$ cat src/rtl/irq_ctrl.sv
// Machine-mode interrupt controller: CSR file (mstatus/mie/mtvec/mscratch/mepc/mcause/mip),
// external-request synchroniser, registered interrupt request and trap entry/return sequencing.
module irq_ctrl #(
  parameter logic [31:0] MTVEC_RESET = 32'h0000_0000
) (
  input  logic        clk,
  input  logic        resetn,
  input  logic        timer_irq,
  input  logic        ext_irq,
  input  logic [11:0] csr_addr,
  input  logic [31:0] csr_wdata,
  input  logic        csr_we,
  output logic [31:0] csr_rdata,
  output logic        irq_req,
  input  logic        take,
  input  logic [31:0] take_pc,
  input  logic        mret,
  output logic [31:0] trap_pc,
  output logic [31:0] epc
);

  localparam logic [11:0] ADDR_MSTATUS  = 12'h300;
  localparam logic [11:0] ADDR_MIE      = 12'h304;
  localparam logic [11:0] ADDR_MTVEC    = 12'h305;
  localparam logic [11:0] ADDR_MSCRATCH = 12'h340;
  localparam logic [11:0] ADDR_MEPC     = 12'h341;
  localparam logic [11:0] ADDR_MCAUSE   = 12'h342;
  localparam logic [11:0] ADDR_MIP      = 12'h344;

  // Fixed priority MEI > MSI > MTI; MTI is also the fallback code
  function automatic logic [31:0] irq_cause(input logic [31:0] pend);
    logic [31:0] cause;
    if (pend[11]) begin
      cause = 32'h8000_000B;
    end else if (pend[3]) begin
      cause = 32'h8000_0003;
    end else begin
      cause = 32'h8000_0007;
    end
    return cause;
  endfunction

  logic        ext_s1_q, ext_s2_q;
  logic        mstatus_mie_q, mstatus_mie_d;
  logic        mstatus_mpie_q, mstatus_mpie_d;
  logic [2:0]  mie_en_q, mie_en_d;
  logic        msip_q, msip_d;
  logic [29:0] mtvec_q, mtvec_d;
  logic [29:0] mepc_q, mepc_d;
  logic [31:0] mscratch_q, mscratch_d;
  logic [31:0] mcause_q, mcause_d;
  logic        irq_req_q, irq_req_d;

  logic [31:0] mip_s, mie_s, pend_s;
  logic        take_ok_s;
  logic        wr_mstatus_s, wr_mie_s, wr_mtvec_s, wr_mscratch_s;
  logic        wr_mepc_s, wr_mcause_s, wr_mip_s;
  logic        unused_s;

  assign mip_s     = {20'd0, ext_s2_q, 3'd0, timer_irq, 3'd0, msip_q, 3'd0};
  assign mie_s     = {20'd0, mie_en_q[2], 3'd0, mie_en_q[1], 3'd0, mie_en_q[0], 3'd0};
  assign pend_s    = mip_s & mie_s;
  assign take_ok_s = take & irq_req_q;

  assign wr_mstatus_s  = csr_we & (csr_addr == ADDR_MSTATUS);
  assign wr_mie_s      = csr_we & (csr_addr == ADDR_MIE);
  assign wr_mtvec_s    = csr_we & (csr_addr == ADDR_MTVEC);
  assign wr_mscratch_s = csr_we & (csr_addr == ADDR_MSCRATCH);
  assign wr_mepc_s     = csr_we & (csr_addr == ADDR_MEPC);
  assign wr_mcause_s   = csr_we & (csr_addr == ADDR_MCAUSE);
  assign wr_mip_s      = csr_we & (csr_addr == ADDR_MIP);

  assign irq_req  = irq_req_q;
  assign trap_pc  = {mtvec_q, 2'b00};
  assign epc      = {mepc_q, 2'b00};
  assign unused_s = ^take_pc[1:0];

  // CSR read mux
  always_comb begin
    csr_rdata = 32'd0;
    case (csr_addr)
      ADDR_MSTATUS:  csr_rdata = {24'd0, mstatus_mpie_q, 3'd0, mstatus_mie_q, 3'd0};
      ADDR_MIE:      csr_rdata = mie_s;
      ADDR_MTVEC:    csr_rdata = {mtvec_q, 2'b00};
      ADDR_MSCRATCH: csr_rdata = mscratch_q;
      ADDR_MEPC:     csr_rdata = {mepc_q, 2'b00};
      ADDR_MCAUSE:   csr_rdata = mcause_q;
      ADDR_MIP:      csr_rdata = mip_s;
      default:       csr_rdata = 32'd0;
    endcase
  end

  // Next state: an honoured take beats mret, which beats a software write to mstatus
  always_comb begin
    irq_req_d = mstatus_mie_q & (|pend_s);

    if (take_ok_s) begin
      mstatus_mie_d  = 1'b0;
      mstatus_mpie_d = mstatus_mie_q;
    end else if (mret) begin
      mstatus_mie_d  = mstatus_mpie_q;
      mstatus_mpie_d = 1'b1;
    end else if (wr_mstatus_s) begin
      mstatus_mie_d  = csr_wdata[3];
      mstatus_mpie_d = csr_wdata[7];
    end else begin
      mstatus_mie_d  = mstatus_mie_q;
      mstatus_mpie_d = mstatus_mpie_q;
    end

    if (take_ok_s) begin
      mepc_d   = take_pc[31:2];
      mcause_d = irq_cause(pend_s);
    end else begin
      mepc_d   = wr_mepc_s   ? csr_wdata[31:2] : mepc_q;
      mcause_d = wr_mcause_s ? csr_wdata       : mcause_q;
    end

    if (wr_mie_s) begin
      mie_en_d = {csr_wdata[11], csr_wdata[7], csr_wdata[3]};
    end else begin
      mie_en_d = mie_en_q;
    end

    if (wr_mip_s) begin
      msip_d = csr_wdata[3];
    end else begin
      msip_d = msip_q;
    end

    if (wr_mtvec_s) begin
      mtvec_d = csr_wdata[31:2];
    end else begin
      mtvec_d = mtvec_q;
    end

    if (wr_mscratch_s) begin
      mscratch_d = csr_wdata;
    end else begin
      mscratch_d = mscratch_q;
    end
  end

  // State registers with synchronous active-low reset; reset overrides every request
  always_ff @(posedge clk) begin
    if (!resetn) begin
      ext_s1_q       <= 1'b0;
      ext_s2_q       <= 1'b0;
      mstatus_mie_q  <= 1'b0;
      mstatus_mpie_q <= 1'b0;
      mie_en_q       <= 3'd0;
      msip_q         <= 1'b0;
      mtvec_q        <= MTVEC_RESET[31:2];
      mepc_q         <= 30'd0;
      mscratch_q     <= 32'd0;
      mcause_q       <= 32'd0;
      irq_req_q      <= 1'b0;
    end else begin
      ext_s1_q       <= ext_irq;
      ext_s2_q       <= ext_s1_q;
      mstatus_mie_q  <= mstatus_mie_d;
      mstatus_mpie_q <= mstatus_mpie_d;
      mie_en_q       <= mie_en_d;
      msip_q         <= msip_d;
      mtvec_q        <= mtvec_d;
      mepc_q         <= mepc_d;
      mscratch_q     <= mscratch_d;
      mcause_q       <= mcause_d;
      irq_req_q      <= irq_req_d;
    end
  end

endmodule

$ cat config.mk
export PLATFORM = sky130hd
export DESIGN_NAME = irq_ctrl
export DESIGN_NICKNAME = d
export VERILOG_FILES = /design/src/rtl/irq_ctrl.sv
export SDC_FILE = /design/constraint.sdc
export NUM_CORES = 1
export LEC_CHECK = 0
export BUFFER_PORTS_ARGS = -buffer_cell sky130_fd_sc_hd__buf_2
export CORE_MARGIN = 3
export CORE_UTILIZATION = 52
export CTS_BUF_LIST = sky130_fd_sc_hd__clkbuf_16
export DETAILED_ROUTE_END_ITERATION = 8
export PLACE_DENSITY = 0.8
export SLEW_MARGIN = 10
export SYNTH_ARGS = -nofsm -noshare
export SYNTH_HDL_FRONTEND = slang
export SYNTH_SLANG_ARGS = --single-unit
$ cat constraint.sdc
create_clock -name clk -period 3.5 [get_ports clk]
set_clock_uncertainty 0.15 [all_clocks]
set_input_delay 0.7 -clock clk [delete_from_list [all_inputs] [get_ports clk]]
set_output_delay 0.7 -clock clk [all_outputs]
set_load 0.02 [all_outputs]
# Yosys cells after proc, flatten, opt, wreduce, memory -nomap -nowiden

Index checks and enable logic that the tools add are counted.

Bitwise operators: 11
Eq/ne operators: 7
Reduce and logical (&&, ||, !) cells: 6
Muxes and demuxes: 12

Operators with widths:

| operator                                                                | count |
|---|---|
| 32-bit case mux with 7 select lines                                     | 1 |
| 12-bit by 10-bit equality test with 1-bit output, second input constant | 7 |
| 32-bit 2-to-1 mux                                                       | 2 |
| 30-bit 2-to-1 mux                                                       | 2 |
| 32-bit OR reduction                                                     | 1 |
| 12-bit AND                                                              | 1 |
| 1-bit AND                                                               | 9 |
| 2-bit nonzero test                                                      | 3 |
| 1-bit 2-to-1 mux                                                        | 5 |
| 4-bit 2-to-1 mux                                                        | 1 |
| 3-bit 2-to-1 mux                                                        | 1 |
| 3-bit nonzero test                                                      | 1 |
| 2-bit OR reduction                                                      | 1 |
| 1-bit NOT                                                               | 1 |

Register bits: 133

# Depth between registers and ports, before layout

Gate-level depths: netlist of run 1.

Depth after elaboration: 5
Depth in mapped cells: 7
Depth with buffers taken out: 4

# Worst setup path before layout of run 1

Ideal clock, no wire load.

Path type: input-to-output
Start: input port csr_addr[5]
End: output port csr_rdata[0]
Cell stages on the path: 5
Required time: 2.650 ns
Data arrival time: 2.496 ns
Path slack: 0.154 ns
Path buffers: 2
Cells stage by stage: or4_1 > buf_6 > nor3_1 > buf_2 > nor3b_1

Word-level cells in the longest chain between the ends: 2
Elaborated cells on any way between the ends: 8
Classes of those cells: eq/ne (7); mux (1)

Ends and longest elaborated chain:

| item                                             | RTL line | RTL |
|---|---|---|
| start: declaration                               | 10       | `input logic [11:0] csr_addr,` |
| 12-bit by 10-bit equality test with 1-bit output | 81       | `case (csr_addr)` |
| 32-bit case mux with 7 select lines *            | 81       |  |
| end: declaration                                 | 13       | `output logic [31:0] csr_rdata,` |

Mark *: on every way between the ends. The rest lies on a longest branch, timed or not.

# Worst setup path in the final report of run 1

Start: input port csr_addr[5]
End: output port csr_rdata[23]

The elaborated chain is that of the path after synthesis.

==> reports/results.ini, run 1 <==
[sta]
slew_viol_final = 0
finalSetupViolations = 0
finalCritPeriodShare_pct = 97.2
finalCriticalPeriod_ns = 3.40
finalWorstSetupSlack_ns = 0.0984
rsz0062_at_grt = no
finalHoldViolations = 0
worst_pin_slew_ns = 0.885
timing.fmax_ghz = 0.294
tns_ns = 0
relSlewSlack_pct = 41.0

[worst_setup_path]
cpPeakStageDelay_ns = 0.60
worstSetupStartpointType = input port
crit_chain = buf_2 > or4_1 > buf_4 > nor4_4 > buf_12 > a22o_1 > buf_2
end_kind = primary output
cp.arrival_ns = 2.55
critPathSlowestCell = or4_1
crit_fanout = 23
critPathKind = in -> out
critPathRequiredTime_ns = 2.65
worstRegToRegCells = 6
reg2reg_to = mepc_q[21]
worstSetupStartpoint = csr_addr[5]
cp_common_cell = buf_2
rrSetupSlack_ns = 1.61
r2r-start = irq_req
crit_end = csr_rdata[23]

[hold_path]
min_path_type = reg -> reg

[global_route]
antenna_found_initial = 1
grt_first_pass_wirelength_microns = 27900
grt_use_total_pct = 25.7
grt-ovfl-total = 0
grt_start_max_net_pins = 89
grt_pass1_vias = 5537

[routing]
num_vias = 5854
route.detailed.vias_per_inst = 5.65
first_pass_iters = 5
antenna_left = 0
drc = 0
wirelength_microns = 17400
drtIter0Drc = 360
wl_per_cell_microns = 16.8

[placement]
gp_congestion = 0.826
dp_cells = 1004
post_dp_cell_area_sq_um = 7320
hpwl_microns = 11700
dpl_worst_slack_ns = 0.104
portBuffers = 173

[synth]
synth_cell_type_count = 38
ys.warnings.count = 0
synth.yosys.seq_area_share_pct = 41.6
synth_seq_cells = 133
synth.area.top_cells = dfxtp_1 (42%), mux2i_1 (16%), nand2_1 (8.0%)
netlist.area_leader.share_pct = 41.6
netlist_instances = 728
syn-mean-instance-area_sq_um = 8.78
netlist_area_sq_um = 6390
yosysTopAreaCell = dfxtp_1

[pwr]
irDropWorstVdd_uv = 301
cellPowerDensity_nw_per_um2 = 449
total_power_w = 0.00356
leakage_nw = 3.59

[cts]
htreeDepth = 4
postCtsHoldBufs = 0
clkTransAtPathRegs_ns = 0.06
numCtsBuffers = 17
cts_buffer_depth = 2
cts.sink_count = 133
worstSkewPairLatency_ns = 0.40
root_buffer = clkbuf_16
post_cts_resized = 0
postCtsSetupBuffers = 0
cts_tree = yes

[finish]
stdcell_count = 1036
n_antenna_cell = 0
multi_input_area_sq_um = 3390
final_area_sq_um = 7940
area_growth_pct = 24.2
finalNetCount = 963
fillers = 976
drive_gt1_share_pct = 30.1
regArea_sq_um = 2660

[floorplan]
fp.dieH_microns = 117
ios = 180
rows = 39
die_area_sq_um = 13700
core_sq_um = 11700
start_util_pct = 54.6
dieWidth_microns = 117

[run]
max-cap-violations = 0

[outcome]
status = finished, final reports clean

==> critical path, delay by kind of cell <==
| kind | cells | cell delay (ns) |
|---|---|---|
| simple gates | 2 | 0.94 |
| buf+inv | 4 | 0.73 |
| compound gates | 1 | 0.18 |
==> how the worst min path moves through the flow <==
stage,start,endpoint,slack [ns],cells past startpoint
after floorplan,ext_s1_q,ext_s2_q,0.26,1
after global placement,ext_s1_q,ext_s2_q,0.27,1
after detailed placement,ext_s1_q,ext_s2_q,0.27,1
after CTS,ext_s1_q,ext_s2_q,0.28,1
after global routing,ext_s1_q,ext_s2_q,0.29,1
final,ext_s1_q,ext_s2_q,0.28,1
==> cells by family (layout without fill, tap and decap cells) <==
kind of cell    Yosys count  after routing  synth area share [%]
flops                   133            133                  41.6
compound gates          194            194                  19.5
buf+inv                  68            230                  5.91
mux                     101            101                  15.8
other cells               1              4                0.0587
simple gates            231            231                  17.0
==> cells in the mapped netlist <==
| master | n |
|---|---|
| o211ai_1 | 3 |
| nand2_1 | 136 |
| conb_1 | 1 |
| nor4_1 | 1 |
| nor3_1 | 1 |
| o21ai_0 | 60 |
| dfxtp_1 | 133 |
| or2_0 | 1 |
| o41ai_4 | 1 |
| o2bb2ai_1 | 3 |
| nand4bb_1 | 1 |
| or4b_4 | 1 |
| buf_4 | 7 |
| nor4_2 | 2 |
| a211oi_1 | 1 |
| nor4_4 | 1 |
| nand3b_1 | 2 |
| nor2b_1 | 21 |
| o21ai_2 | 32 |
| clkbuf_1 | 29 |
| a22o_1 | 27 |
| mux2_2 | 1 |
| buf_6 | 11 |
| inv_1 | 2 |
| a31oi_1 | 6 |
| and2_1 | 5 |
| buf_1 | 8 |
| or4_1 | 5 |
| nand4_1 | 1 |
| nand3_1 | 33 |
| nand2b_1 | 4 |
| mux2i_1 | 100 |
| buf_2 | 11 |
| a22oi_1 | 2 |
| nor3b_1 | 3 |
| nor2_1 | 12 |
| nor4bb_1 | 1 |
| a21oi_1 | 59 |
==> flip-flops by register name, summed over array words and instances, names as in the netlist <==
| register | cells |
|---|---|
| mie_en_q | 3 |
| mcause_q | 32 |
| ext_s1_q | 1 |
| irq_req | 1 |
| mtvec_q | 30 |
| mscratch_q | 32 |
| mepc_q | 30 |
| mstatus_mie_q | 1 |
| ext_s2_q | 1 |
| msip_q | 1 |
| mstatus_mpie_q | 1 |
==> report_power, final <==
part,internal (W),switching (W),total [W]
Clock,0.00114,0.000714,0.00185
Combinational,0.0000706,0.000121,0.000191
Sequential,0.00152,0.00000181,0.00152
==> layout make-up <==
type,instances,area share (%)
inverter,2,0.0945
sequential,133,33.5
multi-input combinational,530,42.7
clock inverter,15,2.47
timing repair buffer,196,13.6
tap,143,2.25
clock buffer,17,5.36
==> per-layer routing <==
| metal | wire [microns] | up-vias | share of wire, % | global-route usage, % |
|---|---|---|---|---|
| li1 | - | 2868 | - | - |
| met1 | 7740 | 2747 | 45 | 34.8 |
| met2 | 8270 | 214 | 48 | 41.8 |
| met3 | 1130 | 23 | 6.5 | 4.68 |
| met4 | 227 | 2 | 1.3 | 8.41 |
| met5 | 7 | - | 0.040 | 0 |
==> through the flow <==
stage	hold WS, ns	utilization (%)
floorplan	0.262	-
global placement	0.267	62.5
detailed placement	0.270	62.5
CTS	0.284	67.8
global route	0.290	67.8
finish	0.283	67.8
==> layout by cell type, fill, tap and decap left out, drive strengths merged, types with 2 or more instances in the layout <==
cell      count
nor4          4
clkbuf       17
mux2i       100
o21ai        92
nand3b        2
inv           6
nor2b        21
nor2         12
nand3        33
dfxtp       133
o2bb2ai       3
buf         196
nand2       136
bufinv        3
a21oi        59
a22o         27
clkinvlp      2
clkinv        6
a22oi         2
o211ai        3
conb          4
and2          5
a31oi         6
or4           5
nand2b        4
nor3b         3
Note: power is estimated with default switching activity, not from simulation.
==> run 2: changes to the inputs <==
--- a/config.mk
+++ b/config.mk
@@ -6,11 +6,13 @@
 export NUM_CORES = 1
 export LEC_CHECK = 0
 export BUFFER_PORTS_ARGS = -buffer_cell sky130_fd_sc_hd__buf_2
+export CORE_ASPECT_RATIO = 0.5
 export CORE_MARGIN = 3
 export CORE_UTILIZATION = 52
 export CTS_BUF_LIST = sky130_fd_sc_hd__clkbuf_16
+export CTS_CLUSTER_SIZE = 24
 export DETAILED_ROUTE_END_ITERATION = 8
-export PLACE_DENSITY = 0.8
+export PLACE_DENSITY_LB_ADDON = 0.15
 export SLEW_MARGIN = 10
 export SYNTH_ARGS = -nofsm -noshare
 export SYNTH_HDL_FRONTEND = slang
==> run 2 against run 1 <==
Final cell count rose by 1.7%. Global-route usage fell by 0.62 points. Clock-buffer cell count did not move. Register-to-register slack improved by 0.03 ns. Clock power rose by 6%. Critical path type unchanged. Critical endpoint is now csr_rdata[18]. Largest cell class unchanged. Highest routed layer is now met4.
==> reports/results.ini, run 2 (synthesis results as in run 1) <==
[outcome]
status = finished, final reports clean  ; unchanged

[run]
max-cap-violations = 0  ; unchanged

[floorplan]
start_util_pct = 55.7  ; was 54.6%
rows = 27  ; was 39
dieWidth_microns = 163  ; was 117 microns
die_area_sq_um = 13700  ; about the same
fp.dieH_microns = 84.4  ; was 117 microns
ios = 180  ; unchanged
core_sq_um = 11500  ; was 11700 sq um

[sta]
rsz0062_at_grt = no  ; unchanged
finalSetupViolations = 0  ; unchanged
timing.fmax_ghz = 0.297  ; was 0.294 GHz
tns_ns = 0  ; unchanged
worst_pin_slew_ns = 0.625  ; was 0.885 ns
finalHoldViolations = 0  ; unchanged
finalCriticalPeriod_ns = 3.37  ; was 3.40 ns
finalCritPeriodShare_pct = 96.4  ; was 97.2%
slew_viol_final = 0  ; unchanged
relSlewSlack_pct = 58.4  ; was 41.0%

[global_route]
grt_pass1_vias = 5507  ; was 5537
grt_first_pass_wirelength_microns = 28200  ; was 27900 microns
antenna_found_initial = 0  ; was 1
grt-ovfl-total = 0  ; unchanged
grt_start_max_net_pins = 54  ; was 89
grt_use_total_pct = 25.1  ; was 25.7%

[finish]
stdcell_count = 1054  ; was 1036
finalNetCount = 965  ; was 963
drive_gt1_share_pct = 30.1  ; about the same
n_antenna_cell = 0  ; unchanged
fillers = 919  ; was 976
area_growth_pct = 25.2  ; was 24.2%
top_regs = mcause_q: 32 flops, mscratch_q: 32 flops  ; unchanged
most-common-layout-cells = buf_2 (172), nand2_1 (135), dfxtp_1 (133)  ; unchanged
regArea_sq_um = 2660  ; unchanged
layout_commonest_cell = buf_2  ; unchanged
multi_input_area_sq_um = 3390  ; unchanged

[routing]
num_vias = 5851  ; was 5854
drtIter0Drc = 415  ; was 360
wirelength_microns = 17400  ; about the same
route.detailed.vias_per_inst = 5.55  ; was 5.65
wl_per_cell_microns = 16.5  ; was 16.8 microns
first_pass_iters = 5  ; unchanged
antenna_left = 0  ; unchanged
drc = 0  ; unchanged

[worst_setup_path]
worstRegToRegCells = 6  ; unchanged
cpPeakStageDelay_ns = 0.59  ; was 0.60 ns
worstSetupStartpointType = input port  ; unchanged
worstSetupStartpoint = csr_addr[5]  ; unchanged
crit_end = csr_rdata[18]  ; was csr_rdata[23]
crit_chain = buf_2 > or4_1 > buf_4 > nor4_4 > buf_4 > a22o_1 > buf_2  ; was buf_2 > or4_1 > buf_4 > nor4_4 > buf_12 > a22o_1 > buf_2
reg2reg_to = mepc_q[11]  ; was mepc_q[21]
critPathRequiredTime_ns = 2.65  ; about the same
cp.arrival_ns = 2.52  ; was 2.55 ns
rrSetupSlack_ns = 1.64  ; was 1.61 ns
r2r-start = irq_req  ; unchanged
critPathSlowestCell = or4_1  ; unchanged
crit_fanout = 15  ; was 23
end_kind = primary output  ; unchanged
critPathKind = in -> out  ; unchanged

[cts]
postCtsSetupBuffers = 0  ; unchanged
htreeDepth = 4  ; unchanged
worstSkewPairLatency_ns = 0.41  ; was 0.40 ns
root_buffer = clkbuf_16  ; unchanged
postCtsHoldBufs = 0  ; unchanged
post_cts_resized = 0  ; unchanged
cts.sink_count = 133  ; unchanged
cts_buffer_depth = 2  ; unchanged
cts_tree = yes  ; unchanged
clkTransAtPathRegs_ns = 0.06  ; about the same
numCtsBuffers = 17  ; unchanged

[pwr]
irDropWorstVdd_uv = 305  ; was 301 uV
leakage_nw = 3.62  ; was 3.59 nW
cellPowerDensity_nw_per_um2 = 460  ; was 449 nW/um^2

[placement]
gp_congestion = 0.864  ; was 0.826
hpwl_microns = 11800  ; was 11700 microns
dp_cells = 1022  ; was 1004
portBuffers = 173  ; unchanged

[hold_path]
min_path_type = reg -> reg  ; unchanged

## run 2: changes by cell type in the layout (fill, tap and decap cells not counted)
cell and change:
clkinv_1 +1, clkinvlp_4 -1, inv_1 +1, clkinv_8 -1, bufinv_16 +2, clkinv_4 -1
buf_4 +2, clkinv_2 -1
## run 2: worst min path at each step
stage,end,depth (start not counted),start,slack (ns)
final,ext_s2_q,1,ext_s1_q,0.28
after floorplan,ext_s2_q,1,ext_s1_q,0.26
after detailed placement,ext_s2_q,1,ext_s1_q,0.27
after global placement,ext_s2_q,1,ext_s1_q,0.27
after CTS,ext_s2_q,1,ext_s1_q,0.28
after global routing,ext_s2_q,1,ext_s1_q,0.30
## run 2: area by class of cell
cell class	count	share of cell area, %
Multi-Input combinational cell	530	42.4
Clock buffer	17	5.31
Sequential cell	133	33.3
Inverter	2	0.0938
Timing Repair Buffer	198	13.7
Tap cell	159	2.48
Clock inverter	15	2.83
## run 2: metrics by stage
step / instance area (sq um) / utilization (%) / total power [W] / hold slack [ns] / setup slack [ns]
after floorplan: 6400 / - / 0.00165 / 0.262 / 0.154
after global placement: 7350 / 64.0 / 0.00174 / 0.267 / 0.141
after detailed placement: 7350 / 64.0 / 0.00174 / 0.268 / 0.132
after CTS: 8010 / 69.7 / 0.00371 / 0.283 / 0.112
after global routing: 8010 / 69.7 / 0.00379 / 0.295 / 0.0532
final: 8010 / 69.7 / 0.00368 / 0.281 / 0.128
## run 2: report_power, final
group / internal [W] / switching [W]
combinational: 0.0000705 / 0.000120
sequential: 0.00152 / 0.00000198
clock: 0.00127 / 0.000701
## run 2: metal layers
| layer | GRT usage [%] | vias up | wire length (microns) |
|---|---|---|---|
| met5 | 0 | - | 0 |
| met4 | 6.29 | 0 | 148 |
| met3 | 6.46 | 18 | 1170 |
| met2 | 39.3 | 212 | 7760 |
| met1 | 34.8 | 2736 | 8300 |
| li1 | - | 2885 | - |
## run 2: critical path, delay by kind of cell
| kind | cells | cell delay (ns) |
|---|---|---|
| AOI/OAI and AO/OA | 1 | 0.19 |
| buffers and inverters | 4 | 0.78 |
| and+or+nand+nor | 2 | 0.86 |
==> run 3: changes to the inputs <==
--- a/config.mk
+++ b/config.mk
@@ -8,11 +8,12 @@
 export BUFFER_PORTS_ARGS = -buffer_cell sky130_fd_sc_hd__buf_2
 export CORE_ASPECT_RATIO = 0.5
 export CORE_MARGIN = 3
-export CORE_UTILIZATION = 52
+export CORE_UTILIZATION = 57
 export CTS_BUF_LIST = sky130_fd_sc_hd__clkbuf_16
 export CTS_CLUSTER_SIZE = 24
 export DETAILED_ROUTE_END_ITERATION = 8
 export PLACE_DENSITY_LB_ADDON = 0.15
+export REMOVE_ABC_BUFFERS = 1
 export SLEW_MARGIN = 10
 export SYNTH_ARGS = -nofsm -noshare
 export SYNTH_HDL_FRONTEND = slang
==> constraint.sdc (replaced) <==
create_clock -name clk -period 3.9 [get_ports clk]
set_clock_uncertainty 0.15 [all_clocks]
set_input_delay 0.78 -clock clk [delete_from_list [all_inputs] [get_ports clk]]
set_output_delay 0.78 -clock clk [all_outputs]
set_load 0.02 [all_outputs]
==> run 3 against run 2 <==
First-iteration DRC count shrank 0.96%. Setup slack gained 0.19 ns. Cell area fell by 1.6%. Sequential share of layout area grew 0.53 points. Combinational power shrank 11%. Hold slack better by 0.013 ns. Total power fell by 14%. Clock power shrank 16%. Via count grew 1.6%. Critical path type unchanged. Largest cell class unchanged.
==> reports/results.ini, run 3 (synthesis results as in run 1) <==
[finish]
area_growth_pct = 23.2  ; was 25.2%
most-common-layout-cells = buf_2 (172), nand2_1 (135), dfxtp_1 (133)  ; unchanged
n_antenna_cell = 0  ; unchanged
multi_input_area_sq_um = 3390  ; unchanged
drive_gt1_share_pct = 30.0  ; was 30.1%
final_area_sq_um = 7880  ; was 8010 sq um
stdcell_count = 1031  ; was 1054
regArea_sq_um = 2660  ; unchanged
top_regs = mcause_q: 32 flops, mscratch_q: 32 flops  ; unchanged
layout_commonest_cell = buf_2  ; unchanged
finalNetCount = 961  ; was 965
fillers = 804  ; was 919

[placement]
dp_cells = 999  ; was 1022
hpwl_microns = 11600  ; was 11800 microns
post_dp_cell_area_sq_um = 7280  ; was 7350 sq um
portBuffers = 173  ; unchanged
gp_congestion = 0.855  ; was 0.864
dpl_worst_slack_ns = 0.346  ; was 0.132 ns

[routing]
wl_per_cell_microns = 17.0  ; was 16.5 microns
num_vias = 5942  ; was 5851
wirelength_microns = 17500  ; was 17400 microns
route.detailed.vias_per_inst = 5.76  ; was 5.55
antenna_left = 0  ; unchanged
drtIter0Drc = 411  ; was 415
first_pass_iters = 4  ; was 5
drc = 0  ; unchanged

[sta]
finalWorstSetupSlack_ns = 0.318  ; was 0.128 ns
rsz0062_at_grt = no  ; unchanged
relSlewSlack_pct = 39.1  ; was 58.4%
finalHoldViolations = 0  ; unchanged
worst_pin_slew_ns = 0.913  ; was 0.625 ns
slew_viol_final = 0  ; unchanged
timing.fmax_ghz = 0.279
finalCritPeriodShare_pct = 91.8
finalCriticalPeriod_ns = 3.58
finalSetupViolations = 0  ; unchanged

[worst_setup_path]
crit_fanout = 5  ; was 15
cpPeakStageDelay_ns = 0.68  ; was 0.59 ns
crit_chain = buf_2 > or4_1 > or2_0 > or4_1 > o211ai_1 > buf_2  ; was buf_2 > or4_1 > buf_4 > nor4_4 > buf_4 > a22o_1 > buf_2
critPathRequiredTime_ns = 2.97  ; was 2.65 ns
critPathKind = in -> out  ; unchanged
worstSetupStartpointType = input port  ; unchanged
end_kind = primary output  ; unchanged
cp.arrival_ns = 2.65  ; was 2.52 ns
critPathSlowestCell = or4_1  ; unchanged

[floorplan]
ios = 180  ; unchanged
dieWidth_microns = 156  ; was 163 microns
start_util_pct = 60.5  ; was 55.7%
rows = 26  ; was 27
core_sq_um = 10600  ; was 11500 sq um
fp.dieH_microns = 80.9  ; was 84.4 microns
die_area_sq_um = 12600  ; was 13700 sq um

[cts]
cts_tree = yes  ; unchanged
cts_buffer_depth = 2  ; unchanged
htreeDepth = 4  ; unchanged
post_cts_resized = 0  ; unchanged
root_buffer = clkbuf_16  ; unchanged
worstSkewPairLatency_ns = 0.42  ; was 0.41 ns
cts.sink_count = 133  ; unchanged
postCtsSetupBuffers = 0  ; unchanged
clkTransAtPathRegs_ns = 0.06  ; about the same
postCtsHoldBufs = 0  ; unchanged
numCtsBuffers = 17  ; unchanged

[pwr]
p_sw_share_pct = 23.6  ; was 22.4%
p_comb_share_pct = 5.4  ; was 5.2%
leakage_nw = 3.56  ; was 3.62 nW
cellPowerDensity_nw_per_um2 = 404  ; was 460 nW/um^2
intPower_w = 0.00243  ; was 0.00286 W
pwr-share-clk_pct = 51.8  ; was 53.6%
netSwitchingPower_w = 0.000750  ; was 0.000823 W
total_power_w = 0.00318  ; was 0.00368 W
irDropWorstVdd_uv = 353  ; was 305 uV
pwr-share-seq_pct = 42.8  ; was 41.2%

[global_route]
grt_use_total_pct = 27.5  ; was 25.1%
grt_start_max_net_pins = 69  ; was 54
grt_first_pass_wirelength_microns = 27700  ; was 28200 microns
antenna_found_initial = 0  ; unchanged
grt-ovfl-total = 0  ; unchanged
grt_pass1_vias = 5555  ; was 5507

[hold_path]
min_path_type = reg -> reg  ; unchanged

[outcome]
status = finished, final reports clean  ; unchanged

[run]
max-cap-violations = 0  ; unchanged

[run 3: cell count changes in the layout (fill, tap and decap cells not counted), moves of 2 or more]
| cell | previous run | this run |
|---|---|---|
| buf_12 | 3 | 1 |
| buf_4 | 23 | 21 |
| bufinv_16 | 5 | 3 |
| clkinv_2 | 0 | 3 |
| clkinvlp_4 | 1 | 4 |
[run 3: metal layers]
| metal | vias to the layer above | GRT usage [%] | share of wire, % |
|---|---|---|---|
| met5 | - | 0 | 0 |
| met4 | 0 | 9.60 | 1.4 |
| met3 | 23 | 4.52 | 6.5 |
| met2 | 215 | 46.8 | 47 |
| met1 | 2823 | 35.9 | 45 |
| li1 | 2881 | - | - |
[run 3: layout make-up]
type | instances | share of cell area, %
inverter | 2 | 0.0953
clock buffer | 17 | 5.40
sequential | 133 | 33.8
multi-input combinational | 530 | 43.0
timing repair buffer | 194 | 13.2
tap | 140 | 2.22
clock inverter | 15 | 2.27
[run 3: power by group through the flow]
stage / combinational (W) / clock [W] / sequential, W
4_1_cts: 0.000168 / 0.00166 / 0.00136
2_1_floorplan: 0.0000566 / 0 / 0.00139
3_3_place_gp: 0.000165 / 0 / 0.00139
5_1_grt: 0.000184 / 0.00172 / 0.00136
3_5_place_dp: 0.000167 / 0 / 0.00139
6_report: 0.000170 / 0.00165 / 0.00136
[run 3: metrics by stage]
step / TNS (ns) / hold WS (ns) / utilization, %
after global placement: 0 / 0.286 / 68.8
after global routing: 0 / 0.309 / 74.5
final: 0 / 0.294 / 74.5
after floorplan: -43.14 / 0.262 / -
after CTS: 0 / 0.290 / 74.5
after detailed placement: 0 / 0.269 / 68.8
[run 3: critical path, delay by kind of cell]
family,cells,cell delay (ns)
AOI/OAI and AO/OA,1,0.11
buffers and inverters,2,0.30
and+or+nand+nor,3,1.46
[run 3: final timing paths]
check,start,endpoint,slack (ns),cells past startpoint
max,csr_addr[5],csr_rdata[7],0.32,6
min,ext_s1_q,ext_s2_q,0.29,1
max reg2reg,irq_req,mcause_q[20],1.94,4
min reg2reg,ext_s1_q,ext_s2_q,0.29,1
